===== config.mk =====
export PLATFORM = sky130hd
export DESIGN_NAME = pcm_channel_sequencer
export DESIGN_NICKNAME = d
export VERILOG_FILES = /design/src/rtl/pcm_seq_pkg.sv /design/src/rtl/bus_write_sync.sv /design/src/rtl/pcm_channel_sequencer.sv
export SDC_FILE = /design/constraint.sdc
export NUM_CORES = 2
export LEC_CHECK = 0
export BUFFER_PORTS_ARGS = -buffer_cell sky130_fd_sc_hd__buf_4
export CORE_ASPECT_RATIO = 0.9
export CORE_UTILIZATION = 63
export CTS_CLUSTER_SIZE = 12
export DETAILED_ROUTE_END_ITERATION = 10
export PLACE_DENSITY = 0.79
export SLEW_MARGIN = 10
export SYNTH_ARGS = -nofsm -noshare
export SYNTH_HDL_FRONTEND = slang
export SYNTH_SLANG_ARGS = --single-unit

===== constraint.sdc =====
create_clock -name CLK -period 53.2 [get_ports CLK]
set_input_delay 10.64 -clock CLK [delete_from_list [all_inputs] [get_ports CLK]]
set_output_delay 10.64 -clock CLK [all_outputs]
set_load 0.03 [all_outputs]

===== src/rtl/pcm_seq_pkg.sv =====
// Shared definitions for the PCM channel sequencer: FSM states, register map
// constants and byte-lane helpers used by the CPU write path.
package pcm_seq_pkg;

    typedef enum logic [1:0] {
        ST_IDLE  = 2'd0,
        ST_ACCUM = 2'd1,
        ST_FETCH = 2'd2,
        ST_NEXT  = 2'd3
    } seq_state_e;

    // Per-channel register offsets inside a 0x20-byte channel window
    localparam logic [4:0] OFS_PITCH = 5'h00;
    localparam logic [4:0] OFS_START = 5'h04;
    localparam logic [4:0] OFS_LOOP  = 5'h08;
    localparam logic [4:0] OFS_END   = 5'h0C;

    localparam logic [9:0] CTRL_BASE   = 10'h200;
    localparam logic [9:0] KEYON_ADDR  = 10'h214;
    localparam logic [9:0] KEYOFF_ADDR = 10'h215;

    // Mask of the byte lane selected inside a 24-bit little-endian field
    function automatic logic [23:0] lane_mask(input logic [1:0] lane);
        return 24'h0000FF << {lane, 3'b000};
    endfunction

    // Write byte shifted into its lane of a 24-bit little-endian field
    function automatic logic [23:0] lane_data(input logic [1:0] lane, input logic [7:0] data);
        return {16'h0000, data} << {lane, 3'b000};
    endfunction

endpackage


===== src/rtl/bus_write_sync.sv =====
// CPU write-port synchroniser: brings NCS/NWR/address/data into the CLK
// domain through two flops each and emits a single-cycle commit on the
// synchronised rising edge of NWR while NCS is low.
//   clk, rst         : system clock, async active-high reset
//   ncs, nwr         : asynchronous CPU strobes (active low)
//   ab, db_in        : asynchronous CPU address / data
//   wr_en            : one-cycle commit pulse (registered)
//   wr_addr, wr_data : address / data captured on the commit edge
module bus_write_sync (
    input  logic       clk,
    input  logic       rst,
    input  logic       ncs,
    input  logic       nwr,
    input  logic [9:0] ab,
    input  logic [7:0] db_in,
    output logic       wr_en,
    output logic [9:0] wr_addr,
    output logic [7:0] wr_data
);

    logic [1:0] ncs_sync;
    logic [1:0] nwr_sync;
    logic       nwr_prev;
    logic [9:0] ab_s1, ab_s2;
    logic [7:0] db_s1, db_s2;
    logic       commit_c;

    // Strobes idle high out of reset so no phantom edge is seen on release
    assign commit_c = nwr_sync[1] & ~nwr_prev & ~ncs_sync[1];

    always_ff @(posedge clk or posedge rst) begin
        if (rst) begin
            ncs_sync <= 2'b11;
            nwr_sync <= 2'b11;
            nwr_prev <= 1'b1;
            ab_s1    <= '0;
            ab_s2    <= '0;
            db_s1    <= '0;
            db_s2    <= '0;
            wr_en    <= 1'b0;
            wr_addr  <= '0;
            wr_data  <= '0;
        end else begin
            ncs_sync <= {ncs_sync[0], ncs};
            nwr_sync <= {nwr_sync[0], nwr};
            nwr_prev <= nwr_sync[1];
            ab_s1    <= ab;
            ab_s2    <= ab_s1;
            db_s1    <= db_in;
            db_s2    <= db_s1;
            wr_en    <= commit_c;
            if (commit_c) begin
                wr_addr <= ab_s2;
                wr_data <= db_s2;
            end
        end
    end

endmodule


===== src/rtl/pcm_channel_sequencer.sv =====
// Time-multiplexed PCM channel address sequencer. On each TICK every active
// channel is visited in order: its fixed-point position is stepped by pitch,
// loop/stop is applied at the end address and one ROM fetch is handshaked.
//   CLK, RES          : clock, async active-high reset
//   NCS, NWR, AB, DB_IN : asynchronous 8-bit CPU write port
//   TICK              : sample-rate pulse
//   RA, RA_REQ, RA_ACK : sample ROM fetch handshake
//   CH_ID             : channel being fetched
//   CH_ACTIVE         : per-channel playing flags
//   BUSY, OVR         : scan in progress / sticky tick overrun
// Build option: define REVERSE_EN to let control bit1 play channels backwards.
module pcm_channel_sequencer
    import pcm_seq_pkg::*;
#(
    parameter int unsigned CHANNELS = 8,
    parameter int unsigned ADDR_W   = 24,
    parameter int unsigned PITCH_W  = 16,
    parameter int unsigned FRAC_W   = 12
) (
    input  logic                CLK,
    input  logic                RES,
    input  logic                NCS,
    input  logic                NWR,
    input  logic [9:0]          AB,
    input  logic [7:0]          DB_IN,
    input  logic                TICK,
    output logic [ADDR_W-1:0]   RA,
    output logic                RA_REQ,
    input  logic                RA_ACK,
    output logic [3:0]          CH_ID,
    output logic [CHANNELS-1:0] CH_ACTIVE,
    output logic                BUSY,
    output logic                OVR
);

    localparam int unsigned POS_W = ADDR_W + FRAC_W;

    // CPU write path
    logic       wr_en;
    logic [9:0] wr_addr;
    logic [7:0] wr_data;

    bus_write_sync u_bus_write_sync (
        .clk     (CLK),
        .rst     (RES),
        .ncs     (NCS),
        .nwr     (NWR),
        .ab      (AB),
        .db_in   (DB_IN),
        .wr_en   (wr_en),
        .wr_addr (wr_addr),
        .wr_data (wr_data)
    );

    // Channel register file and playback state
    logic [PITCH_W-1:0] pitch_r [CHANNELS];
    logic [ADDR_W-1:0]  start_r [CHANNELS];
    logic [ADDR_W-1:0]  loop_r  [CHANNELS];
    logic [ADDR_W-1:0]  end_r   [CHANNELS];
    logic [POS_W-1:0]   pos_r   [CHANNELS];
    logic [CHANNELS-1:0] loop_en_r, rev_r, active_r, fresh_r;
    logic [CHANNELS-1:0] pend_on, pend_off;

    // Sequencer registers
    seq_state_e        state_q, state_d;
    logic [3:0]        ch_q, ch_d;
    logic              busy_q, busy_d;
    logic              req_q, req_d;
    logic [ADDR_W-1:0] ra_q, ra_d;
    logic [3:0]        chid_q, chid_d;
    logic              ovr_q;

    // Write decode
    logic [3:0] wr_ch;
    logic [4:0] wr_ofs;
    logic [1:0] wr_lane;
    logic       wr_chan_space, wr_pitch, wr_start, wr_loop, wr_end;
    logic       wr_ctrl, wr_keyon, wr_keyoff;
    logic [PITCH_W-1:0] pitch_mask, pitch_data;
    logic [ADDR_W-1:0]  addr_mask, addr_data;

    always_comb begin
        wr_ch         = wr_addr[9] ? wr_addr[3:0] : wr_addr[8:5];
        wr_ofs        = wr_addr[4:0];
        wr_lane       = wr_ofs[1:0];
        wr_chan_space = wr_en & ~wr_addr[9] & ~wr_ofs[4];
        wr_pitch      = wr_chan_space & (wr_ofs[3:2] == OFS_PITCH[3:2]) & ~wr_lane[1];
        wr_start      = wr_chan_space & (wr_ofs[3:2] == OFS_START[3:2]) & (wr_lane != 2'd3);
        wr_loop       = wr_chan_space & (wr_ofs[3:2] == OFS_LOOP[3:2])  & (wr_lane != 2'd3);
        wr_end        = wr_chan_space & (wr_ofs[3:2] == OFS_END[3:2])   & (wr_lane != 2'd3);
        wr_ctrl       = wr_en & (wr_addr[9:4] == CTRL_BASE[9:4]);
        wr_keyon      = wr_en & (wr_addr == KEYON_ADDR);
        wr_keyoff     = wr_en & (wr_addr == KEYOFF_ADDR);
        pitch_mask    = PITCH_W'(lane_mask(wr_lane));
        pitch_data    = PITCH_W'(lane_data(wr_lane, wr_data));
        addr_mask     = ADDR_W'(lane_mask(wr_lane));
        addr_data     = ADDR_W'(lane_data(wr_lane, wr_data));
    end

    // Select the channel currently being serviced
    logic [POS_W-1:0]   cur_pos;
    logic [PITCH_W-1:0] cur_pitch;
    logic [ADDR_W-1:0]  cur_end, cur_loop;
    logic               cur_loop_en, cur_active, cur_fresh, cur_rev;

    always_comb begin
        cur_pos     = '0;
        cur_pitch   = '0;
        cur_end     = '0;
        cur_loop    = '0;
        cur_loop_en = 1'b0;
        cur_active  = 1'b0;
        cur_fresh   = 1'b0;
        cur_rev     = 1'b0;
        for (int c = 0; c < CHANNELS; c++) begin
            if (ch_q == 4'(c)) begin
                cur_pos     = pos_r[c];
                cur_pitch   = pitch_r[c];
                cur_end     = end_r[c];
                cur_loop    = loop_r[c];
                cur_loop_en = loop_en_r[c];
                cur_active  = active_r[c];
                cur_fresh   = fresh_r[c];
                cur_rev     = rev_r[c];
            end
        end
    end

    // Position step and end-of-sample test
    logic [POS_W-1:0]  step_pos;
    logic [ADDR_W-1:0] step_int;
    logic              past_end;

`ifdef REVERSE_EN
    always_comb begin
        step_pos = cur_rev ? (cur_pos - POS_W'(cur_pitch)) : (cur_pos + POS_W'(cur_pitch));
        step_int = step_pos[POS_W-1:FRAC_W];
        past_end = cur_rev ? (step_int < cur_end) : (step_int > cur_end);
    end
`else
    logic unused_rev_c;
    assign unused_rev_c = cur_rev;

    always_comb begin
        step_pos = cur_pos + POS_W'(cur_pitch);
        step_int = step_pos[POS_W-1:FRAC_W];
        past_end = step_int > cur_end;
    end
`endif

    // Next-state and output logic
    logic             apply_keys, pos_we, stop_ch, clr_fresh;
    logic [POS_W-1:0] pos_wdata;

    always_comb begin
        state_d    = state_q;
        ch_d       = ch_q;
        busy_d     = busy_q;
        req_d      = req_q;
        ra_d       = ra_q;
        chid_d     = chid_q;
        apply_keys = 1'b0;
        pos_we     = 1'b0;
        pos_wdata  = '0;
        stop_ch    = 1'b0;
        clr_fresh  = 1'b0;
        case (state_q)
            ST_IDLE: begin
                if (TICK) begin
                    apply_keys = 1'b1;
                    busy_d     = 1'b1;
                    ch_d       = 4'd0;
                    state_d    = ST_ACCUM;
                end
            end
            ST_ACCUM: begin
                if (!cur_active) begin
                    state_d = ST_NEXT;
                end else if (cur_fresh) begin
                    // First visit after key-on fetches the start address as-is
                    clr_fresh = 1'b1;
                    ra_d      = cur_pos[POS_W-1:FRAC_W];
                    req_d     = 1'b1;
                    chid_d    = ch_q;
                    state_d   = ST_FETCH;
                end else if (past_end && !cur_loop_en) begin
                    stop_ch = 1'b1;
                    state_d = ST_NEXT;
                end else begin
                    pos_we    = 1'b1;
                    pos_wdata = past_end ? {cur_loop, step_pos[FRAC_W-1:0]} : step_pos;
                    ra_d      = pos_wdata[POS_W-1:FRAC_W];
                    req_d     = 1'b1;
                    chid_d    = ch_q;
                    state_d   = ST_FETCH;
                end
            end
            ST_FETCH: begin
                if (RA_ACK) begin
                    req_d   = 1'b0;
                    state_d = ST_NEXT;
                end
            end
            ST_NEXT: begin
                if (ch_q == 4'(CHANNELS - 1)) begin
                    busy_d  = 1'b0;
                    state_d = ST_IDLE;
                end else begin
                    ch_d    = ch_q + 4'd1;
                    state_d = ST_ACCUM;
                end
            end
            default: state_d = ST_IDLE;
        endcase
    end

    // State register and registered outputs
    always_ff @(posedge CLK or posedge RES) begin
        if (RES) begin
            state_q <= ST_IDLE;
            ch_q    <= '0;
            busy_q  <= 1'b0;
            req_q   <= 1'b0;
            ra_q    <= '0;
            chid_q  <= '0;
            ovr_q   <= 1'b0;
        end else begin
            state_q <= state_d;
            ch_q    <= ch_d;
            busy_q  <= busy_d;
            req_q   <= req_d;
            ra_q    <= ra_d;
            chid_q  <= chid_d;
            if (TICK && busy_q) ovr_q <= 1'b1;
        end
    end

    // Pending key masks accumulate until the next scan starts
    always_ff @(posedge CLK or posedge RES) begin
        if (RES) begin
            pend_on  <= '0;
            pend_off <= '0;
        end else begin
            if (apply_keys) pend_on <= wr_keyon ? CHANNELS'(wr_data) : '0;
            else if (wr_keyon) pend_on <= pend_on | CHANNELS'(wr_data);
            if (apply_keys) pend_off <= wr_keyoff ? CHANNELS'(wr_data) : '0;
            else if (wr_keyoff) pend_off <= pend_off | CHANNELS'(wr_data);
        end
    end

    // Channel registers, key application and per-channel playback state
    always_ff @(posedge CLK or posedge RES) begin
        if (RES) begin
            for (int c = 0; c < CHANNELS; c++) begin
                pitch_r[c] <= '0;
                start_r[c] <= '0;
                loop_r[c]  <= '0;
                end_r[c]   <= '0;
                pos_r[c]   <= '0;
            end
            loop_en_r <= '0;
            rev_r     <= '0;
            active_r  <= '0;
            fresh_r   <= '0;
        end else begin
            for (int c = 0; c < CHANNELS; c++) begin
                if (wr_pitch && wr_ch == 4'(c))
                    pitch_r[c] <= (pitch_r[c] & ~pitch_mask) | (pitch_data & pitch_mask);
                if (wr_start && wr_ch == 4'(c))
                    start_r[c] <= (start_r[c] & ~addr_mask) | (addr_data & addr_mask);
                if (wr_loop && wr_ch == 4'(c))
                    loop_r[c] <= (loop_r[c] & ~addr_mask) | (addr_data & addr_mask);
                if (wr_end && wr_ch == 4'(c))
                    end_r[c] <= (end_r[c] & ~addr_mask) | (addr_data & addr_mask);
                if (wr_ctrl && wr_ch == 4'(c)) begin
                    loop_en_r[c] <= wr_data[0];
                    rev_r[c]     <= wr_data[1];
                end

                // Key-off takes priority over a simultaneous key-on
                if (apply_keys && pend_off[c]) begin
                    active_r[c] <= 1'b0;
                end else if (apply_keys && pend_on[c]) begin
                    active_r[c] <= 1'b1;
                    fresh_r[c]  <= 1'b1;
                    pos_r[c]    <= {start_r[c], {FRAC_W{1'b0}}};
                end else if (ch_q == 4'(c)) begin
                    if (stop_ch)   active_r[c] <= 1'b0;
                    if (clr_fresh) fresh_r[c]  <= 1'b0;
                    if (pos_we)    pos_r[c]    <= pos_wdata;
                end
            end
        end
    end

    assign RA        = ra_q;
    assign RA_REQ    = req_q;
    assign CH_ID     = chid_q;
    assign CH_ACTIVE = active_r;
    assign BUSY      = busy_q;
    assign OVR       = ovr_q;

endmodule


==> results_dict.tcl <==
set metrics [dict create \
    outcome "complete, no violations" \
    share_seq_of_total_power 0.328 \
    worst-path-buf-inv 6 \
    totalWireLength_mm 163.1 \
    final_util 0.6976 \
    critical-path-slowest-cell "buf_4" \
    worst_path_most_repeated_cell "buf_4" \
    final-max-slew-violation-count 0 \
    worst_setup_hold_path_clk_slew_ps 60 \
    ir_drop_mv 0.1435 \
    grt_pass1_wl_mm 250.5 \
    r2r_setup_slack_ps 41830 \
    cell_depth_of_the_worst_flop_to_flop_path 33 \
    layout.cells.most_common_list "1116 x dfrtp_1, 733 x mux2_2, 341 x a21oi_1" \
    initial_utilization 0.6390 \
    post-cts-setup-buffer-count 0 \
    fmax_mhz 71.22 \
    via_count_of_the_first_global_routing_pass 40950 \
    synthToLayoutAreaGrowth_pct 9.158 \
    post_cts.resized_instances 0 \
    root_buffer "clkbuf_16" \
    reg2reg_to "pos_r[29]" \
    cts.htree.levels 3 \
    layout-drive-gt1-share 0.2476 \
    gpl.final_weighted_congestion 0.9592 \
    num-fill-cells 6020 \
    cpPeakStageDelay_ps 900 \
    p_leak_nw 27.15 \
    insertion_delay_to_the_later_sink_of_the_worst_skew_pair_ps 730 \
    final_hold_viol_count 0 \
    io_pins 63 \
    die_width_um 308 \
    cp.depth 6 \
    critical_path.startpoint_type "primary input" \
    synth.cell_area_um2 53090 \
    setup_viol 0 \
    portBuffers 62 \
    synth-main-ff-cell "dfrtp_1" \
    routed_wire_length_per_instance_um 28.02 \
    hpwl_mm 103.4 \
    crit_path_cell_trace "buf_4 > inv_8 > buf_4 > buf_4 > buf_4 > buf_4" \
    power.internal_w 0.001718 \
    overall_die_height_um 277.4 \
    post_synth_num_cell_types 99 \
    final.setup.tns_ps 0 \
    pwr_dens_nw_per_um2 52.93 \
    grt_util_all_layers 0.3857 \
    floorplan.core_area_um2 83080 \
    synthArstFlopShare 1.000 \
    die_area_um2 85440 \
    netSwitchingFraction 0.4399 \
    classification_of_the_worst_setup_path "in -> async" \
    ys_seq_area_frac 0.5323 \
    vias_per_cell 7.090 \
    finalCritPeriodShare 0.2639 \
    nNetsFinal 4705 \
    power.clock.fraction 0.251 \
    initialDrtViolationCount 5155 \
    synth_fp_nets 4806 \
    crit-reg2reg-launch "ch_q[0]" \
    clkSinkCount 1129 \
    grt.overflow.total 0 \
    timing.hold.worst.class "reg -> reg" \
    cts.path.max_buffers 3 \
    cts_hold_buf 0 \
    drc_errors 0 \
    synth_seq_cells 1129 \
    via_count 41270 \
    synth_instances 4732 \
    tightestPinTransition_ps 1377 \
    clock_skew_ps 65.82 \
    report.power.total_w 0.003067 \
    net_load_switching_power_w 0.001349 \
    max_cap_viol_count 0 \
    numCtsBuffers 112 \
    crit_fanout 133 \
    crit_required_ps 53980 \
    crit_path_start "RES" \
    hold-worst-slack_ps 347.9 \
    share_comb_of_total_power 0.421 \
    grt_max_degree 188 \
    cts_tree "done" \
    arrival_ps 14820 \
    crit_family "buffers and inverters" \
    detailedRoute.firstPassIterationCount 6 \
    yosys_warnings 0 \
    num_rows 100 \
    synth.avg_cell_area_um2 11.22 \
    number_of_antenna_violations_at_the_first_check_in_global_routing 3 \
    grt_setup_unrepaired "no" \
    relative_slew_slack 0.08016 \
    endpoint_kind "asynchronous set/reset pin" \
    layout.cells.most_common "dfrtp_1" \
    final.min_clock_period_ps 14040 \
    synth_edf_count 0 \
    ant_nets 0 \
]
metal layers:
metal,track usage,vias up,wire length (µm)
met5,0,-,26
met1,0.5286,20790,63080
li1,-,17200,-
met3,0.1233,535,21080
met4,0.1727,4,7867
met2,0.5630,2749,71030
worst min path at each step:
| stage | depth (start not counted) | slack, ps | startpoint | end |
|---|---|---|---|---|
| 2_1_floorplan | 0 | 330 | u_bus_write_sync.ab_s1[0] | u_bus_write_sync.ab_s2[0] |
| 3_3_place_gp | 0 | 330 | u_bus_write_sync.db_s1[1] | u_bus_write_sync.db_s2[1] |
| 3_5_place_dp | 0 | 340 | u_bus_write_sync.ab_s1[9] | u_bus_write_sync.ab_s2[9] |
| 4_1_cts | 0 | 350 | u_bus_write_sync.ab_s1[9] | u_bus_write_sync.ab_s2[9] |
| 5_1_grt | 0 | 350 | u_bus_write_sync.db_s1[1] | u_bus_write_sync.db_s2[1] |
| 6_report | 0 | 350 | u_bus_write_sync.db_s1[1] | u_bus_write_sync.db_s2[1] |
Yosys cell counts (21+ instances only):
| master | count | area, µm² |
|---|---|---|
| nand3b_1 | 25 | 187.7 |
| buf_1 | 39 | 146.4 |
| nand2_1 | 311 | 1167 |
| dfrtp_1 | 1124 | 28130 |
| a211oi_1 | 82 | 615.6 |
| nor3_2 | 21 | 210.2 |
| o211ai_1 | 54 | 405.4 |
| a21o_1 | 26 | 195.2 |
| and3_1 | 29 | 181.4 |
| ha_1 | 49 | 613.1 |
| nor2_1 | 330 | 1239 |
| a221o_1 | 29 | 290.3 |
| a21oi_1 | 349 | 1747 |
| nand3_1 | 91 | 455.4 |
| mux2_2 | 733 | 8254 |
| nor3_1 | 117 | 585.6 |
| o21ai_0 | 278 | 1391 |
| a22oi_1 | 49 | 367.9 |
| inv_1 | 25 | 93.84 |
| buf_2 | 28 | 140.1 |
| a22o_1 | 138 | 1209 |
| a221oi_1 | 154 | 1349 |
| clkbuf_1 | 303 | 1137 |
power groups by stage:
stage	Combinational (W)	Sequential, W	Clock, W
floorplan	0.000761	0.00101	0
global placement	0.00119	0.00101	0
detailed placement	0.00121	0.00102	0
CTS	0.00122	0.00100	0.000771
global route	0.00134	0.00101	0.000804
finish	0.00129	0.00101	0.000769
kinds of logic (layout without fill, tap and decap cells):
family / Yosys count / in the layout / synth area share
compound gates: 1318 / 1318 / 0.1669
mux: 749 / 749 / 0.1589
flops: 1129 / 1129 / 0.5323
xor+xnor: 30 / 30 / 0.005232
simple gates: 1046 / 1046 / 0.09399
buf+inv: 410 / 375 / 0.03085
other cells: 0 / 2 / 0
fa+ha+maj: 50 / 50 / 0.01193
metrics by stage:
step	cell area [µm²]	std cells	setup slack [ps]
CTS	57910	5819	38960
floorplan	53090	4732	10770
finish	57950	5821	39160
global route	57950	5819	38410
detailed placement	54430	5639	38220
global placement	54430	5639	38280
final cells by class:
| cell class | count | area, µm² | share of cell area |
|---|---|---|---|
| clock inverters | 17 | 276.5 | 0.004771 |
| well taps | 1122 | 1404 | 0.02422 |
| inverters | 27 | 108.9 | 0.001878 |
| diodes | 2 | 5.005 | 0.00008636 |
| clock buffers | 163 | 3204 | 0.05529 |
| repair buffers | 168 | 1324 | 0.02284 |
| flip-flops and latches | 1129 | 28290 | 0.4881 |
| multi-input cells | 3193 | 23340 | 0.4028 |
(Power assumes the default switching activity.)
